## src/rtl/simple_cpu_v2_pkg.sv

```systemverilog
// Shared opcodes, FSM state and ALU op encodings for the parametrised accumulator CPU.
package simple_cpu_v2_pkg;

  localparam logic [7:0] OpNop  = 8'h00;
  localparam logic [7:0] OpLdi  = 8'h01;
  localparam logic [7:0] OpLd   = 8'h02;
  localparam logic [7:0] OpSt   = 8'h03;
  localparam logic [7:0] OpAdd  = 8'h04;
  localparam logic [7:0] OpSub  = 8'h05;
  localparam logic [7:0] OpAnd  = 8'h06;
  localparam logic [7:0] OpOr   = 8'h07;
  localparam logic [7:0] OpXor  = 8'h08;
  localparam logic [7:0] OpAddi = 8'h09;
  localparam logic [7:0] OpJmp  = 8'h0A;
  localparam logic [7:0] OpJz   = 8'h0B;
  localparam logic [7:0] OpJc   = 8'h0C;
  localparam logic [7:0] OpCall = 8'h0D;
  localparam logic [7:0] OpRet  = 8'h0E;
  localparam logic [7:0] OpHalt = 8'h0F;

  localparam int unsigned FlagZ = 0;
  localparam int unsigned FlagC = 1;

  typedef enum logic [1:0] {StFetch, StExec, StMem, StHalt} state_e;

  typedef enum logic [2:0] {AluPass, AluAdd, AluSub, AluAnd, AluOr, AluXor} alu_op_e;

endpackage

```

## src/rtl/simple_cpu_v2_alu.sv

```systemverilog
// Combinational ALU; res[DATA_W] is carry for add, borrow for sub, zero otherwise.
module simple_cpu_v2_alu
  import simple_cpu_v2_pkg::*;
#(
  parameter int unsigned DATA_W = 8
) (
  input  logic [DATA_W-1:0] a,
  input  logic [DATA_W-1:0] b,
  input  logic [2:0]        op,
  output logic [DATA_W:0]   res
);

  always_comb begin
    res = {1'b0, b};
    case (op)
      AluPass: res = {1'b0, b};
      AluAdd:  res = {1'b0, a} + {1'b0, b};
      AluSub:  res = {1'b0, a} - {1'b0, b};
      AluAnd:  res = {1'b0, a & b};
      AluOr:   res = {1'b0, a | b};
      AluXor:  res = {1'b0, a ^ b};
      default: res = {1'b0, b};
    endcase
  end

endmodule

```

## src/rtl/simple_cpu_v2.sv

```systemverilog
// Accumulator CPU with ready/valid instruction and data buses, Z/C flags,
// conditional jumps, a CALL/RET return stack and halt/fault reporting.
module simple_cpu_v2
  import simple_cpu_v2_pkg::*;
#(
  parameter int unsigned DATA_W      = 8,
  parameter int unsigned IM_AW       = 8,
  parameter int unsigned DM_AW       = 8,
  parameter int unsigned STACK_DEPTH = 4
) (
  input  logic              clk,
  input  logic              reset,
  output logic              im_valid,
  output logic [IM_AW-1:0]  im_addr,
  input  logic              im_ready,
  input  logic [DATA_W+7:0] im_instr,
  output logic              dm_rd,
  output logic              dm_wr,
  output logic [DM_AW-1:0]  dm_addr,
  output logic [DATA_W-1:0] dm_wdata,
  input  logic [DATA_W-1:0] dm_rdata,
  input  logic              dm_ready,
  output logic [DATA_W-1:0] acc_out,
  output logic              halted,
  output logic              fault
);

  localparam int unsigned SpW = $clog2(STACK_DEPTH + 1);
  localparam logic [SpW-1:0] SpFull = SpW'(STACK_DEPTH);

  state_e              state_q;
  logic [IM_AW-1:0]    pc_q;
  logic [DATA_W-1:0]   acc_q;
  logic [1:0]          flags_q;
  logic [7:0]          op_q;
  logic [DATA_W-1:0]   operand_q;
  logic [IM_AW-1:0]    stack_q [STACK_DEPTH];
  logic [SpW-1:0]      sp_q;
  logic                im_valid_q, dm_rd_q, dm_wr_q, halted_q, fault_q;

  logic [IM_AW-1:0]    pc_inc, jmp_tgt, stack_top;
  logic [DATA_W-1:0]   alu_b;
  logic [2:0]          alu_op;
  logic [DATA_W:0]     alu_res;
  logic [1:0]          flags_new;
  logic                stop;

  assign pc_inc  = pc_q + 1'b1;
  assign jmp_tgt = operand_q[IM_AW-1:0];

  // Any of these ends execution; only a plain HALT leaves fault clear.
  assign stop = (op_q > OpHalt) || (op_q == OpHalt) ||
                (op_q == OpCall && sp_q == SpFull) ||
                (op_q == OpRet && sp_q == '0);

  always_comb begin
    stack_top = '0;
    for (int unsigned i = 0; i < STACK_DEPTH; i++) begin
      if (sp_q == SpW'(i + 1)) stack_top = stack_q[i];
    end
  end

  always_comb begin
    alu_b  = dm_rdata;
    alu_op = AluPass;
    case (op_q)
      OpLdi:   alu_b = operand_q;
      OpAddi:  begin alu_b = operand_q; alu_op = AluAdd; end
      OpAdd:   alu_op = AluAdd;
      OpSub:   alu_op = AluSub;
      OpAnd:   alu_op = AluAnd;
      OpOr:    alu_op = AluOr;
      OpXor:   alu_op = AluXor;
      default: ;
    endcase
  end

  simple_cpu_v2_alu #(
    .DATA_W(DATA_W)
  ) u_alu (
    .a  (acc_q),
    .b  (alu_b),
    .op (alu_op),
    .res(alu_res)
  );

  always_comb begin
    flags_new        = '0;
    flags_new[FlagZ] = (alu_res[DATA_W-1:0] == '0);
    flags_new[FlagC] = alu_res[DATA_W];
  end

  always_ff @(posedge clk) begin
    if (!reset) begin
      state_q    <= StFetch;
      pc_q       <= '0;
      acc_q      <= '0;
      flags_q    <= '0;
      op_q       <= '0;
      operand_q  <= '0;
      sp_q       <= '0;
      im_valid_q <= 1'b0;
      dm_rd_q    <= 1'b0;
      dm_wr_q    <= 1'b0;
      halted_q   <= 1'b0;
      fault_q    <= 1'b0;
    end else begin
      unique case (state_q)
        StFetch: begin
          if (im_valid_q && im_ready) begin
            op_q       <= im_instr[DATA_W+7:DATA_W];
            operand_q  <= im_instr[DATA_W-1:0];
            im_valid_q <= 1'b0;
            state_q    <= StExec;
          end else begin
            im_valid_q <= 1'b1;
          end
        end
        StExec: begin
          if (stop) begin
            state_q  <= StHalt;
            halted_q <= 1'b1;
            fault_q  <= (op_q != OpHalt);
          end else begin
            state_q    <= StFetch;
            im_valid_q <= 1'b1;
            pc_q       <= pc_inc;
            case (op_q)
              OpLdi, OpAddi: begin
                acc_q   <= alu_res[DATA_W-1:0];
                flags_q <= flags_new;
              end
              OpLd, OpAdd, OpSub, OpAnd, OpOr, OpXor: begin
                state_q    <= StMem;
                im_valid_q <= 1'b0;
                pc_q       <= pc_q;
                dm_rd_q    <= 1'b1;
              end
              OpSt: begin
                state_q    <= StMem;
                im_valid_q <= 1'b0;
                pc_q       <= pc_q;
                dm_wr_q    <= 1'b1;
              end
              OpJmp: pc_q <= jmp_tgt;
              OpJz:  if (flags_q[FlagZ]) pc_q <= jmp_tgt;
              OpJc:  if (flags_q[FlagC]) pc_q <= jmp_tgt;
              OpCall: begin
                for (int unsigned i = 0; i < STACK_DEPTH; i++) begin
                  if (sp_q == SpW'(i)) stack_q[i] <= pc_inc;
                end
                sp_q <= sp_q + 1'b1;
                pc_q <= jmp_tgt;
              end
              OpRet: begin
                sp_q <= sp_q - 1'b1;
                pc_q <= stack_top;
              end
              default: ;
            endcase
          end
        end
        StMem: begin
          if (dm_ready) begin
            dm_rd_q    <= 1'b0;
            dm_wr_q    <= 1'b0;
            pc_q       <= pc_inc;
            im_valid_q <= 1'b1;
            state_q    <= StFetch;
            if (dm_rd_q) begin
              acc_q   <= alu_res[DATA_W-1:0];
              flags_q <= flags_new;
            end
          end
        end
        StHalt: ;
      endcase
    end
  end

  assign im_valid = im_valid_q;
  assign im_addr  = pc_q;
  assign dm_rd    = dm_rd_q;
  assign dm_wr    = dm_wr_q;
  assign dm_addr  = operand_q[DM_AW-1:0];
  assign dm_wdata = acc_q;
  assign acc_out  = acc_q;
  assign halted   = halted_q;
  assign fault    = fault_q;

endmodule

```

## config.mk

```make
export PLATFORM = sky130hd
export DESIGN_NAME = simple_cpu_v2
export DESIGN_NICKNAME = d
export VERILOG_FILES = /design/src/rtl/simple_cpu_v2_pkg.sv /design/src/rtl/simple_cpu_v2_alu.sv /design/src/rtl/simple_cpu_v2.sv
export SDC_FILE = /design/constraint.sdc
export NUM_CORES = 1
export LEC_CHECK = 0
export CELL_PAD_IN_SITES_DETAIL_PLACEMENT = 0
export CELL_PAD_IN_SITES_GLOBAL_PLACEMENT = 1
export CORE_AREA = 5 5 110 112
export DETAILED_ROUTE_END_ITERATION = 16
export DIE_AREA = 0 0 115 117
export GPL_ROUTABILITY_DRIVEN = 1
export GPL_TIMING_DRIVEN = 1
export PLACE_DENSITY = 0.84
export SLEW_MARGIN = 20
export SYNTH_ARGS = -nofsm -noshare
export SYNTH_HDL_FRONTEND = slang
export SYNTH_SLANG_ARGS = --single-unit
export TNS_END_PERCENT = 30
```

## constraint.sdc

```tcl
create_clock -name clk -period 8 [get_ports clk]
set_input_delay 1.2 -clock clk [delete_from_list [all_inputs] [get_ports clk]]
set_output_delay 1.2 -clock clk [all_outputs]
set_load 0.02 [all_outputs]
```

# Yosys cells after proc, flatten, opt, wreduce, memory -nomap -nowiden
# Memory sizes are Yosys's and may differ from the RTL's.
# Index checks and enable logic that the tools add are counted.
word_totals:
  regBits: 44
  ram_bits: 32
  output_inout_bits: 37
  mem_count: 1
  elab_cells: 161
  inputBits: 28
memory_table:
  columns: ["name", "depth", "word_bits", "read_ports", "rd_clocked_by_memory_dff", "wr", "line", "source"]
  rows:
  - ["stack_q", 4, 8, 4, 0, 1, "simple_cpu_v2.sv:37", "logic [IM_AW-1:0] stack_q [STACK_DEPTH];"]
op_classes:
  muxes: 74
  n_bitwise: 4
  n_eq_ne: 35
  reduce_logical: 29
  order_cmp: 1
  add_sub_neg: 5
op_table:
  columns: ["op", "count"]
  rows:
  - ["$mux 8", 16]
  - ["$eq 8x4->1 const B", 8]
  - ["$pmux 9 s5", 1]
  - ["$pmux 8 s5", 1]
  - ["$mux 1", 36]
  - ["$eq 8x3->1 const B", 4]
  - ["$pmux 8 s2", 2]
  - ["$reduce_or 8->1", 3]
  - ["$mux 2", 11]
  - ["$eq 8x2->1 const B", 2]
  - ["$pmux 3 s5", 1]
  - ["$eq 3x2->1 const B", 4]
  - ["$ne 2x2->1 const B", 6]
  - ["$reduce_and 4->1", 3]
  - ["$add 8x8->9", 1]
  - ["$eq 3x3->1 const B", 3]
  - ["$reduce_and 3->1", 3]
  - ["$sub 8x8->9", 1]
  - ["$add 8x1->8 const B", 1]
  - ["$and 8x8->8", 1]
  - ["$eq 8x1->1 const B", 1]
  - ["$gt 8x4->1 const B", 1]
  - ["$logic_not 8->1", 1]
  - ["$ne 8x4->1 const B", 1]
  - ["25 further kinds", 36]

# Logic depth before layout (Yosys ltp)
logic_depth:
  depth_word: 12
  ltp_mapped: 17
  depth_no_buf: 16

# By module
# A second synthesis with hierarchy kept.
hier_totals:
  hier_cells: 573
  area_unflattened_um2: 5163.7
modules_own_cells:
  columns: ["module", "cells_each", "seq_area_each_um2", "n_inst", "area_per_inst_um2"]
  rows:
  - ["simple_cpu_v2", 407, 1841.8, 1, 3973.8]
  - ["simple_cpu_v2_alu", 166, 0.0, 1, 1189.9]

# Worst setup path before layout
# Ideal clock, no wire load.
synth_path:
  kind: "input to register"
  start: "in dm_rdata[1]"
  end: "reg flags_q[0]"
  cell_stages: 13
  n_path_buf: 0
  t_arrival_ps: 3770
  setup_time_ps: 59
  setup_slack_ps: 4171
  t_required_ps: 7941
  cell_sequence: "mux2_2 -> inv_1 -> ha_1 -> nor2_1 -> xor2_1 -> ha_1 -> a211o_1 -> o211a_1 -> o31ai_1 -> xnor2_1 -> a221o_1 -> nor4_1 -> a31o_1"
synth_between:
  elab_chain_len: 7
  word_cells_on_any_way: 13
  classes_between: "2 x add/sub; 7 x mux; 3 x bitwise; 1 x reduce/logical"
synth_lines:
  columns: ["item", "line", "source"]
  rows:
  - ["from (decl)", "simple_cpu_v2.sv:21", "input logic [DATA_W-1:0] dm_rdata,"]
  - ["$mux 8 (*)", "simple_cpu_v2.sv:66", "case (op_q)"]
  - ["$sub 8x8->9 (tied with other cells)", "simple_cpu_v2_alu.sv:18", "AluSub: res = {1'b0, a} - {1'b0, b};"]
  - ["$pmux 9 s5 (*)", "simple_cpu_v2_alu.sv:15", "case (op)"]
  - ["$logic_not 8->1 (*)", "simple_cpu_v2.sv:89", "flags_new[FlagZ] = (alu_res[DATA_W-1:0] == '0);"]
  - ["$mux 2 (on tied branches)", "simple_cpu_v2.sv:170, simple_cpu_v2.sv:128", null]
  - ["$mux 2 (on tied branches)", "simple_cpu_v2.sv:164, simple_cpu_v2.sv:120", null]
  - ["$pmux 2 s2 (*)", "simple_cpu_v2.sv:108", "unique case (state_q)"]
  - ["to (signal assigned)", "simple_cpu_v2.sv:131", "flags_q <= flags_new;"]
  - ["to (signal assigned)", "simple_cpu_v2.sv:172", "flags_q <= flags_new;"]
  - ["to (decl)", "simple_cpu_v2.sv:34", "logic [1:0] flags_q;"]
# Mark *: on every way between the ends. The rest lies on a longest branch, timed or not. The select of a mux whose other input is x is not followed.
# A chain may end at the register's enable or synchronous reset.

# Worst setup path in the final report
layout_path:
  start: "reg op_q[4]"
  end: "reg flags_q[0]"
layout_between:
  elab_chain_len: 9
  word_cells_on_any_way: 40
  classes_between: "2 x add/sub; 1 x order compare; 17 x eq/ne; 8 x mux; 3 x bitwise; 9 x reduce/logical"
layout_lines:
  columns: ["item", "line", "source"]
  rows:
  - ["from (decl)", "simple_cpu_v2.sv:35", "logic [7:0] op_q;"]
  - ["from (signal assigned)", "simple_cpu_v2.sv:111", "op_q <= im_instr[DATA_W+7:DATA_W];"]
  - ["$eq 8x1->1 (tied with other cells)", "simple_cpu_v2.sv:66, simple_cpu_v2.sv:128", null]
  - ["$reduce_or 2->1 (no source line)", null, null]
  - ["$mux 8 or $pmux 3 s5 (tied branches)", "simple_cpu_v2.sv:66", null]
  - ["$sub 8x8->9 (tied with other cells)", "simple_cpu_v2_alu.sv:18", null]
  - ["$pmux 9 s5", "simple_cpu_v2_alu.sv:15", null]
  - ["$logic_not 8->1", "simple_cpu_v2.sv:89", null]
  - ["$mux 2 (on tied branches)", "simple_cpu_v2.sv:170, simple_cpu_v2.sv:128", null]
  - ["$mux 2 (on tied branches)", "simple_cpu_v2.sv:164, simple_cpu_v2.sv:120", null]
  - ["$pmux 2 s2", "simple_cpu_v2.sv:108", null]
# Parallel ways exist; a longest one is shown, timed or not. The select of a mux whose other input is x is not followed.

==> flow_summary.toml <==
[place]
place_ws_ns = 3.43
dpl.hpwl_um = 10300
gp_congestion = 0.929
dp_cells = 728
io_buffers = 64
place_area_mm2 = 0.00557

[logic_synthesis]
synth_flop_cell = "dfxtp_1"
synth_cell_type_count = 68
synthCells = 554
yosysWarnings = 0
synth_seq_cells = 76
async_reset_ff_share_pct = 0
syn_area_per_cell_um2 = 8.84
mappedNetlistArea_mm2 = 0.00490
synth-seq-area-share_pct = 37.6
syn_nets = 617
synth_edf_count = 32

[setup_path]
cp_common_cell = "ha_1"
critical_path_class = "flop to flop"
cp-end-kind = "flop"
path_max_fanout = 18
slowest_delay_ns = 0.83
r2r_slack_ns = 3.48
required_ns = 8.30
arrival_ns = 4.82
path_cells = "nor4_4, nand2_2, mux2_2, inv_1, ha_1, nor2_1, xor2_1, ha_1, a211o_1, o211a_1, o31ai_1, xnor2_1, a221o_1, nor4_1, a31o_1"
crit_path_start_kind = "flop"
crit_family = "simple AND/OR/NAND/NOR gates"
crit_slowest_cell = "nor4_4"
cp.buffers_inverters = 1

[timing]
setup_slack_ns = 3.48
fin_crit_ns = 4.52
hold_viol_final = 0
timing.fmax_mhz = 221
rsz0062_at_grt = "no"
report.final.slew_viol_count = 0
fin_setup_tns_ns = 0
tightest_slew_ns = 1.13
setup_viol = 0
slew_headroom_pct = 24.0
post-route-period-util_pct = 56.5
skew_ns = 0.00894

[power]
leakage_uw = 0.00220
power_density_mw_per_mm2 = 205
ir_drop_mv = 0.102

[grt]
grt_antenna_before_repair = 0
track_usage_pct = 21.3
grt_pass1_vias = 4207
grt_pass1_wl_um = 22100
grt_max_degree = 33
overflow = 0

[cts]
cts-buffers-inserted = 9
clock_sinks = 76
cts_tree = "done"
post_cts.repair.setup_buffers = 0
htree_levels = 3
path_clk_slew_ns = 0.07
cts_resized = 0
cts_root_buf = "clkbuf_16"
clockBufferDepth = 2
hold_buffers = 0
clock_latency_ns = 0.35

[floorplan]
dieArea_mm2 = 0.0135
die_h_um = 117
core_mm2 = 0.0111
ios = 65
die_w_um = 115
initial_core_util_pct = 44.0
rows = 39

[finish]
fin_util_pct = 53.0
drive_gt1_share_pct = 6.66
area.growth.synth_to_final_pct = 20.4
fin_area_mm2 = 0.00590
num-nets-final = 659
instances_no_fill = 744
diodes = 0

[detailed_routing]
drtPass1Iterations = 5
vias = 4327
wirelength_um = 13800
drc = 0
wl_per_cell_um = 18.6
drtIter0Drc = 294
drtAntennaViolNets = 0
drt-vias-per-instance = 5.82

[flow_run]
max-cap-violations = 0

[min_path]
hold_class = "flop to flop"

[run_status]
outcome = "finished clean"
==> logic make-up (layout without fill, tap and decap cells) <==
| group | count (synthesis) | after routing | synth area share [%] |
|---|---|---|---|
| simple gates | 197 | 197 | 20.4 |
| xor+xnor | 21 | 21 | 3.75 |
| buf+inv | 60 | 107 | 5.26 |
| flops | 76 | 76 | 37.6 |
| mux | 8 | 8 | 1.94 |
| fa+ha+maj | 35 | 35 | 9.09 |
| compound gates | 157 | 157 | 21.9 |
==> stage by stage <==
stage	power (µW)	hold slack (ns)
after floorplan	657	0.441
after global placement	755	0.456
after detailed placement	758	0.461
after CTS	1220	0.470
after global routing	1270	0.501
final	1210	0.470
==> placed cells by master, fill, tap and decap left out, drive strengths merged, types with 5 or more instances in the layout <==
master / count
a211oi: 9
nand2: 74
nor3: 7
nand2b: 7
and2: 9
inv: 29
dfxtp: 44
a22oi: 8
xor2: 6
clkdlybuf4s50: 64
clkbuf: 9
a21oi: 48
nor2: 43
and3: 5
mux2i: 5
o21ai: 29
a221o: 10
nand3: 14
xnor2: 15
o22ai: 5
a22o: 5
and3b: 9
edfxtp: 32
nor2b: 9
ha: 34
==> synthesized netlist by cell type, types with 7 or more instances <==
master	instances	area (µm²)
nand2_1	73	274
a211oi_1	8	60.1
nor2b_1	9	56.3
edfxtp_1	32	961
nand3_1	14	70.1
ha_1	34	425
nand2b_1	7	43.8
dfxtp_1	44	881
a21oi_1	48	240
o21ai_0	26	130
buf_4	8	60.1
nor2_1	43	161
xnor2_1	15	131
and3b_1	9	78.8
a221o_1	10	100
and2_1	9	56.3
clkbuf_1	24	90.1
inv_1	24	90.1
a22oi_1	8	60.1
==> state kept, by name, indices dropped and copies added, names as in the netlist <==
name and flops:
dm_rd 1, im_valid 1, flags_q 2, fault 1, dm_wr 1, state_q 2, op_q 8, im_addr 8
halted 1, acc_out 8, dm_addr 8, sp_q 3, stack_q 32
==> worst min-delay path, cell delays in order, from the launching register on <==
cell and delay, ns:
dfxtp_1 0.32, nand2_1 0.05, a21oi_1 0.05
==> final cells by class <==
type	count	area, µm²
fillers	1050	5230
multi-input cells	418	2800
flip-flops and latches	76	1840
clock buffers	9	225
repair buffers	65	648
inverters	26	97.6
well taps	143	179
clock inverters	7	106
==> per-layer routing <==
layer  vias to the layer above  share of wire [%]  global-route usage [%]
met5                         -                  0                       0
met4                         0                2.0                    6.89
met3                        26                5.0                    4.63
met2                       133                 49                    36.1
met1                      2078                 44                    27.0
li1                       2090                  -                       -
==> power by group <==
part	switching, µW	total (µW)	leakage (µW)	internal [µW]
combinational	168	293	0.00137	126
clock	181	460	0.000163	279
sequential	33.5	458	0.000672	425
==> worst paths after layout <==
path / start / depth (start not counted) / to
setup / recovery: op_q[4] / 15 / flags_q[0]
hold / removal: flags_q[1] / 2 / flags_q[1]
setup reg to reg: op_q[4] / 15 / flags_q[0]
hold reg to reg: flags_q[1] / 2 / flags_q[1]
Power figures use the tool's default switching activity.
